<file path="config.mk">
export PLATFORM = sky130hd
export DESIGN_NAME = controle_multiciclo
export DESIGN_NICKNAME = d
export VERILOG_FILES = /design/src/rtl/controle_multiciclo.sv
export SDC_FILE = /design/constraint.sdc
export NUM_CORES = 1
export LEC_CHECK = 0
export BUFFER_PORTS_ARGS = -buffer_cell sky130_fd_sc_hd__buf_2
export CORE_MARGIN = 2
export CORE_UTILIZATION = 25
export DETAILED_ROUTE_END_ITERATION = 8
export GPL_TIMING_DRIVEN = 0
export PLACE_DENSITY = 0.47
export SYNTH_ARGS = -nofsm -noshare
export SYNTH_HDL_FRONTEND = slang
export SYNTH_SLANG_ARGS = --single-unit
</file>
<file path="constraint.sdc">
create_clock -name clk -period 2 [get_ports clk]
set_input_delay 0.4 -clock clk [delete_from_list [all_inputs] [get_ports clk]]
set_output_delay 0.4 -clock clk [all_outputs]
set_load 0.005 [all_outputs]
</file>
<file path="src/rtl/controle_multiciclo.sv">
// controle_multiciclo: multicycle control unit (FETCH/DECODE/EXEC/MEM/WB/TRAP).
//
// Build option: define CTRL_TRAP_EN so that an illegal opcode parks the FSM in TRAP
// (trap=1) until rst. Without it, an illegal opcode retires as a NOP (PC+4, no RF write)
// and trap is tied to 0.
//
// Ports
//   clk, rst                 rising-edge clock, synchronous active-high reset
//   opcode[6:0]              IR[6:0], stable from DECODE onward
//   branch_taken             datapath comparator result, used in EXEC
//   imem_ready, dmem_ready   memory completion strobes
//   imem_req, dmem_req       memory requests, held until ready or timeout
//   we_DM, we_IM             data / instruction memory writes (we_IM tied 0)
//   sel_ALU_A, sel_ALU_B     ALU operands: A 0=rs1 1=PC, B 0=rs2 1=imm
//   sel_PC_A, sel_PC_B       PC adder: A 0=PC 1=rs1, B 0=+4 1=+imm
//   load_IR, load_PC, we_RF  register load enables
//   sel_imme[2:0]            immediate format 0=I 1=S 2=B 3=J 4=U
//   sel_RF_in[1:0]           RF write source 0=ALU 1=DM 2=PC+4 3=imm
//   bus_err                  one-cycle pulse on memory timeout
//   trap                     illegal-opcode indication
//   state[2:0]               current state, for debug
module controle_multiciclo #(
   parameter int unsigned MEM_TIMEOUT = 15
) (
   input  logic       clk,
   input  logic       rst,
   input  logic [6:0] opcode,
   input  logic       branch_taken,
   input  logic       imem_ready,
   input  logic       dmem_ready,
   output logic       imem_req,
   output logic       dmem_req,
   output logic       we_DM,
   output logic       we_IM,
   output logic       sel_ALU_A,
   output logic       sel_ALU_B,
   output logic       sel_PC_A,
   output logic       sel_PC_B,
   output logic       load_IR,
   output logic       load_PC,
   output logic       we_RF,
   output logic [2:0] sel_imme,
   output logic [1:0] sel_RF_in,
   output logic       bus_err,
   output logic       trap,
   output logic [2:0] state
);

   typedef enum logic [2:0] {
      StFetch  = 3'd0,
      StDecode = 3'd1,
      StExec   = 3'd2,
      StMem    = 3'd3,
      StWb     = 3'd4,
      StTrap   = 3'd5
   } state_e;

   localparam logic [6:0] OpR      = 7'b0110011;
   localparam logic [6:0] OpI      = 7'b0010011;
   localparam logic [6:0] OpLoad   = 7'b0000011;
   localparam logic [6:0] OpStore  = 7'b0100011;
   localparam logic [6:0] OpBranch = 7'b1100011;
   localparam logic [6:0] OpJal    = 7'b1101111;
   localparam logic [6:0] OpJalr   = 7'b1100111;
   localparam logic [6:0] OpAuipc  = 7'b0010111;
   localparam logic [6:0] OpLui    = 7'b0110111;

   localparam logic [7:0] TimeoutCnt = 8'(MEM_TIMEOUT);

   state_e     state_q, state_d;
   logic [7:0] cnt_q, cnt_d;

   logic is_r, is_i, is_load, is_store, is_branch, is_jal, is_jalr, is_auipc, is_lui;
   logic is_legal;
   logic timeout;

   assign is_r      = (opcode == OpR);
   assign is_i      = (opcode == OpI);
   assign is_load   = (opcode == OpLoad);
   assign is_store  = (opcode == OpStore);
   assign is_branch = (opcode == OpBranch);
   assign is_jal    = (opcode == OpJal);
   assign is_jalr   = (opcode == OpJalr);
   assign is_auipc  = (opcode == OpAuipc);
   assign is_lui    = (opcode == OpLui);
   assign is_legal  = is_r | is_i | is_load | is_store | is_branch | is_jal | is_jalr |
                      is_auipc | is_lui;

   // Counter value equals the number of cycles already spent waiting in this attempt.
   assign timeout = (cnt_q == TimeoutCnt);

   always_ff @(posedge clk) begin
      if (rst) begin
         state_q <= StFetch;
         cnt_q   <= '0;
      end else begin
         state_q <= state_d;
         cnt_q   <= cnt_d;
      end
   end

   // Outputs are decoded from the registered state; the ready strobes qualify the
   // completion-cycle enables so a memory handshake finishes in the cycle it arrives.
   always_comb begin
      state_d   = state_q;
      cnt_d     = '0;  // any state change (including a timeout retry) clears the counter
      imem_req  = 1'b0;
      dmem_req  = 1'b0;
      we_DM     = 1'b0;
      sel_ALU_A = 1'b0;
      sel_ALU_B = 1'b0;
      sel_PC_A  = 1'b0;
      sel_PC_B  = 1'b0;
      load_IR   = 1'b0;
      load_PC   = 1'b0;
      we_RF     = 1'b0;
      sel_imme  = 3'd0;
      sel_RF_in = 2'd0;
      bus_err   = 1'b0;

      case (state_q)
         StFetch: begin
            imem_req = 1'b1;
            if (imem_ready) begin
               load_IR = 1'b1;
               state_d = StDecode;
            end else if (timeout) begin
               bus_err = 1'b1;
               state_d = StFetch;
            end else begin
               cnt_d = cnt_q + 8'd1;
            end
         end

         StDecode: begin
            if (is_legal) begin
               state_d = StExec;
            end else begin
`ifdef CTRL_TRAP_EN
               state_d = StTrap;
`else
               state_d = StWb;
`endif
            end
         end

         StExec: begin
            if (is_i || is_load || is_jalr) begin
               sel_ALU_B = 1'b1;
               sel_imme  = 3'd0;
            end else if (is_store) begin
               sel_ALU_B = 1'b1;
               sel_imme  = 3'd1;
            end else if (is_auipc) begin
               sel_ALU_A = 1'b1;
               sel_ALU_B = 1'b1;
               sel_imme  = 3'd4;
            end else if (is_lui) begin
               sel_imme = 3'd4;
            end else if (is_jal) begin
               sel_imme = 3'd3;
            end else if (is_branch) begin
               sel_imme = 3'd2;
               load_PC  = 1'b1;
               sel_PC_B = branch_taken;
            end

            if (is_load || is_store) begin
               state_d = StMem;
            end else if (is_branch) begin
               state_d = StFetch;
            end else begin
               state_d = StWb;
            end
         end

         StMem: begin
            dmem_req = 1'b1;
            if (dmem_ready) begin
               if (is_store) begin
                  we_DM   = 1'b1;
                  load_PC = 1'b1;
                  state_d = StFetch;
               end else begin
                  state_d = StWb;
               end
            end else if (timeout) begin
               // Abort with PC untouched so the instruction is fetched again.
               bus_err = 1'b1;
               state_d = StFetch;
            end else begin
               we_DM = is_store;
               cnt_d = cnt_q + 8'd1;
            end
         end

         StWb: begin
            load_PC = 1'b1;
            we_RF   = is_legal;  // illegal opcodes only get here as a NOP
            state_d = StFetch;
            if (is_load) begin
               sel_RF_in = 2'd1;
            end else if (is_lui) begin
               sel_RF_in = 2'd3;
            end else if (is_jal) begin
               sel_RF_in = 2'd2;
               sel_PC_B  = 1'b1;
               sel_imme  = 3'd3;
            end else if (is_jalr) begin
               sel_RF_in = 2'd2;
               sel_PC_A  = 1'b1;
               sel_PC_B  = 1'b1;
               sel_imme  = 3'd0;
            end
         end

         StTrap: begin
`ifdef CTRL_TRAP_EN
            state_d = StTrap;
`else
            state_d = StFetch;
`endif
         end

         default: state_d = StFetch;
      endcase
   end

`ifdef CTRL_TRAP_EN
   assign trap = (state_q == StTrap);
`else
   assign trap = 1'b0;
`endif

   assign we_IM = 1'b0;
   assign state = state_q;

endmodule

</file>
==> results.toml <==
[clock_network]
clockBufferDepth = 2
cts_root_buffer = "clkbuf_4"
clock-sinks = 11
cts_buffers = 3
clk_latency_ps = 270
holdBufCountCts = 0
cts_max_level = 1
cts_tree = "built"
clk_pin_slew_worst_paths_ps = 70

[die]
core_area_um2 = 3337
rows = 21
ios = 33
die-area_um2 = 3934
die_h_um = 62.72
die_w_um = 62.72
start_util_pct = 25.83

[critical_path]
required_ps = 1600
crit_path_end_kind = "output pin"
cp-startpoint = "state[1]"
cp-start-kind = "register"
critPathArrivalTime_ps = 1600
critPathMaxFanout = 2
worst-r2r-setup-slack_ps = 520
r2r_cells = 6
crit_type = "reg2out"
rr_startpoint = "state[1]"
timing.rr.end = "cnt_q[5]"
crit_end = "sel_ALU_A"

[grt]
overflow = 0
grt_max_degree = 11
grt_pass1_wl_um = 3560
grt_util_all_layers_pct = 11.02
grt_pass1_vias = 846
antenna_found_initial = 0
use_met2_pct = 19.09
global_route.usage.met3_pct = 3.243
busiest_layer = "met2"
gr-usage-met1_pct = 12.42

[drt]
route.detailed.drc = 0
viasPerCell = 4.727
wl_per_cell_um = 10.91
antenna_left = 0
dr_total_vias = 936
dr.pass1.iters = 4
first_iter_violations = 49
wl_um = 2161

[min_path]
hp-class = "in2reg"

[synth]
synth_edf_count = 0
synthCells = 114
yosysWarningCount = 0
yosysUniqueCellTypes = 42
syn_area_per_cell_um2 = 7.562
synth_area_leaders = "dfxtp_1 (26%), nor2_1 (6.5%), nand3_1 (4.6%), nand2_1 (4.4%), xnor2_1 (3.0%)"
synthArstFlopShare_pct = 0
yosysSeqAreaShare_pct = 25.54
ys.flop_type = "dfxtp_1"
netlist_area_um2 = 862.1
synth_seq_cells = 11
yosysTopAreaCellShare_pct = 25.54
synth_top_cell_by_area = "dfxtp_1"

[status]
violations = "setup timing"
status = "complete, but fails checks"

[sta]
hold_viol_final = 0
rsz0062_at_grt = "true"
fin_ws_ps = -3.192
fmax_ghz = 0.4992
period_share_pct = 100.2
setup_viol = 1
min_period_ps = 2003
slew_viol_final = 0
finClkSkew_ps = 3.846

[pwr]
swShare_pct = 27.82
internal-power_mw = 0.3401
p_seq_share_pct = 48.6
max-vdd-ir-drop_mv = 0.2261
clock_power_share_pct = 32.0
p_switching_mw = 0.1311
p_comb_share_pct = 19.4
power_density_nw_per_um2 = 393.1
p_leak_nw = 0.5117

[layout]
final_cell_area_um2 = 1199
areaGrowthSynthToFinish_pct = 39.04
n_antenna_cell = 0
nets = 166
drive_above_1_share_pct = 41.45
layout_commonest_cell = "buf_2"
most-common-layout-cells = "buf_2 (28), nor2_1 (13), buf_4 (10), nand2_1 (10), dfxtp_1 (7)"
fillCellCount = 390
seq_area_um2 = 230.2
final_util_pct = 35.92
multi_input_area_um2 = 616.8

[placed_design]
gp_congestion = 0.7940
io_buffers = 27
hpwlAfterDp_um = 1644
place_ws_ps = -22.55
placed_area_um2 = 1059

[flow_run]
maxCapViolCount = 0
[what timing repair did]
item	CTS	global route
resized for setup	11	8
gates cloned	0	0
endpoints found under the setup margin	8	7
buffers inserted	4	4
pin swaps	4	5
[cell type report]
type                       instances  area share [%]
clock buffer                       4           2.192
tap                               46           4.802
sequential                        11           19.21
timing repair buffer              35           16.60
inverter                           4           1.253
multi-input combinational         91           51.46
buffer                             7           4.489
[state kept, by name, summed over array words and instances (netlist names)]
name	cells
state	3
cnt_q	8
[Yosys cell counts (2+ instances only)]
master    number
or3_1          2
o21ai_0        3
inv_1          4
a211oi_2       2
nor3_1         4
a21oi_1        4
a31oi_1        4
xor2_1         3
nand2_1       10
nand4_1        2
buf_6          2
buf_2          3
nor2_1        15
buf_4          3
dfxtp_1       11
nand2b_1       3
or3b_1         2
nand3_1        8
and2_1         3
xnor2_1        3
nor4_1         2
[how the worst min path moves through the flow]
| stage | startpoint | to | slack, ps | depth (start not counted) |
|---|---|---|---|---|
| CTS | rst | state[2] | 320 | 2 |
| finish | rst | state[2] | 330 | 2 |
| global placement | cnt_q[0] | cnt_q[0] | 450 | 1 |
| detailed placement | cnt_q[0] | cnt_q[0] | 450 | 1 |
| floorplan | cnt_q[0] | cnt_q[0] | 430 | 1 |
| global route | rst | state[2] | 320 | 2 |
[cells by family after synthesis]
| family | share of synthesized area (%) |
|---|---|
| buf+inv | 9.142 |
| simple gates | 37.88 |
| xor+xnor | 6.097 |
| fa+ha+maj | 1.451 |
| other cells | 0.4350 |
| flops | 25.54 |
| compound gates | 19.45 |
[routing by layer]
layer	vias to the layer above	share of wire, %	wire (µm)
met5	-	0	0
met4	0	0.56	12
met3	2	4.4	96
met2	16	53	1139
met1	435	42	912
li1	483	-	-
[per-stage QoR]
stage	total power [mW]	cells	setup TNS [ps]	hold slack, ps
after floorplan	0.2937	115	0	426.0
after global placement	0.3213	188	0	451.3
after detailed placement	0.3224	188	-22.55	448.5
after CTS	0.4790	194	0	316.9
after global routing	0.5072	198	-225.4	324.3
final	0.4712	198	-3.192	329.5
[power groups by stage]
| stage | Sequential, mW | Combinational, mW | Clock (mW) |
|---|---|---|---|
| 2_1_floorplan | 0.232 | 0.0622 | 0 |
| 3_3_place_gp | 0.231 | 0.0898 | 0 |
| 5_1_grt | 0.230 | 0.103 | 0.174 |
| 4_1_cts | 0.228 | 0.0904 | 0.161 |
| 6_report | 0.229 | 0.0914 | 0.151 |
| 3_5_place_dp | 0.232 | 0.0907 | 0 |
[critical path: stages, from the launching register on]
cell and delay, ps:
dfxtp_4 340, nor2b_4 170, nand2b_4 70, nor3_4 160, buf_4 140, buf_6 80
nand3_2 80, nor3_1 150, buf_2 140
(Power assumes the default switching activity.)
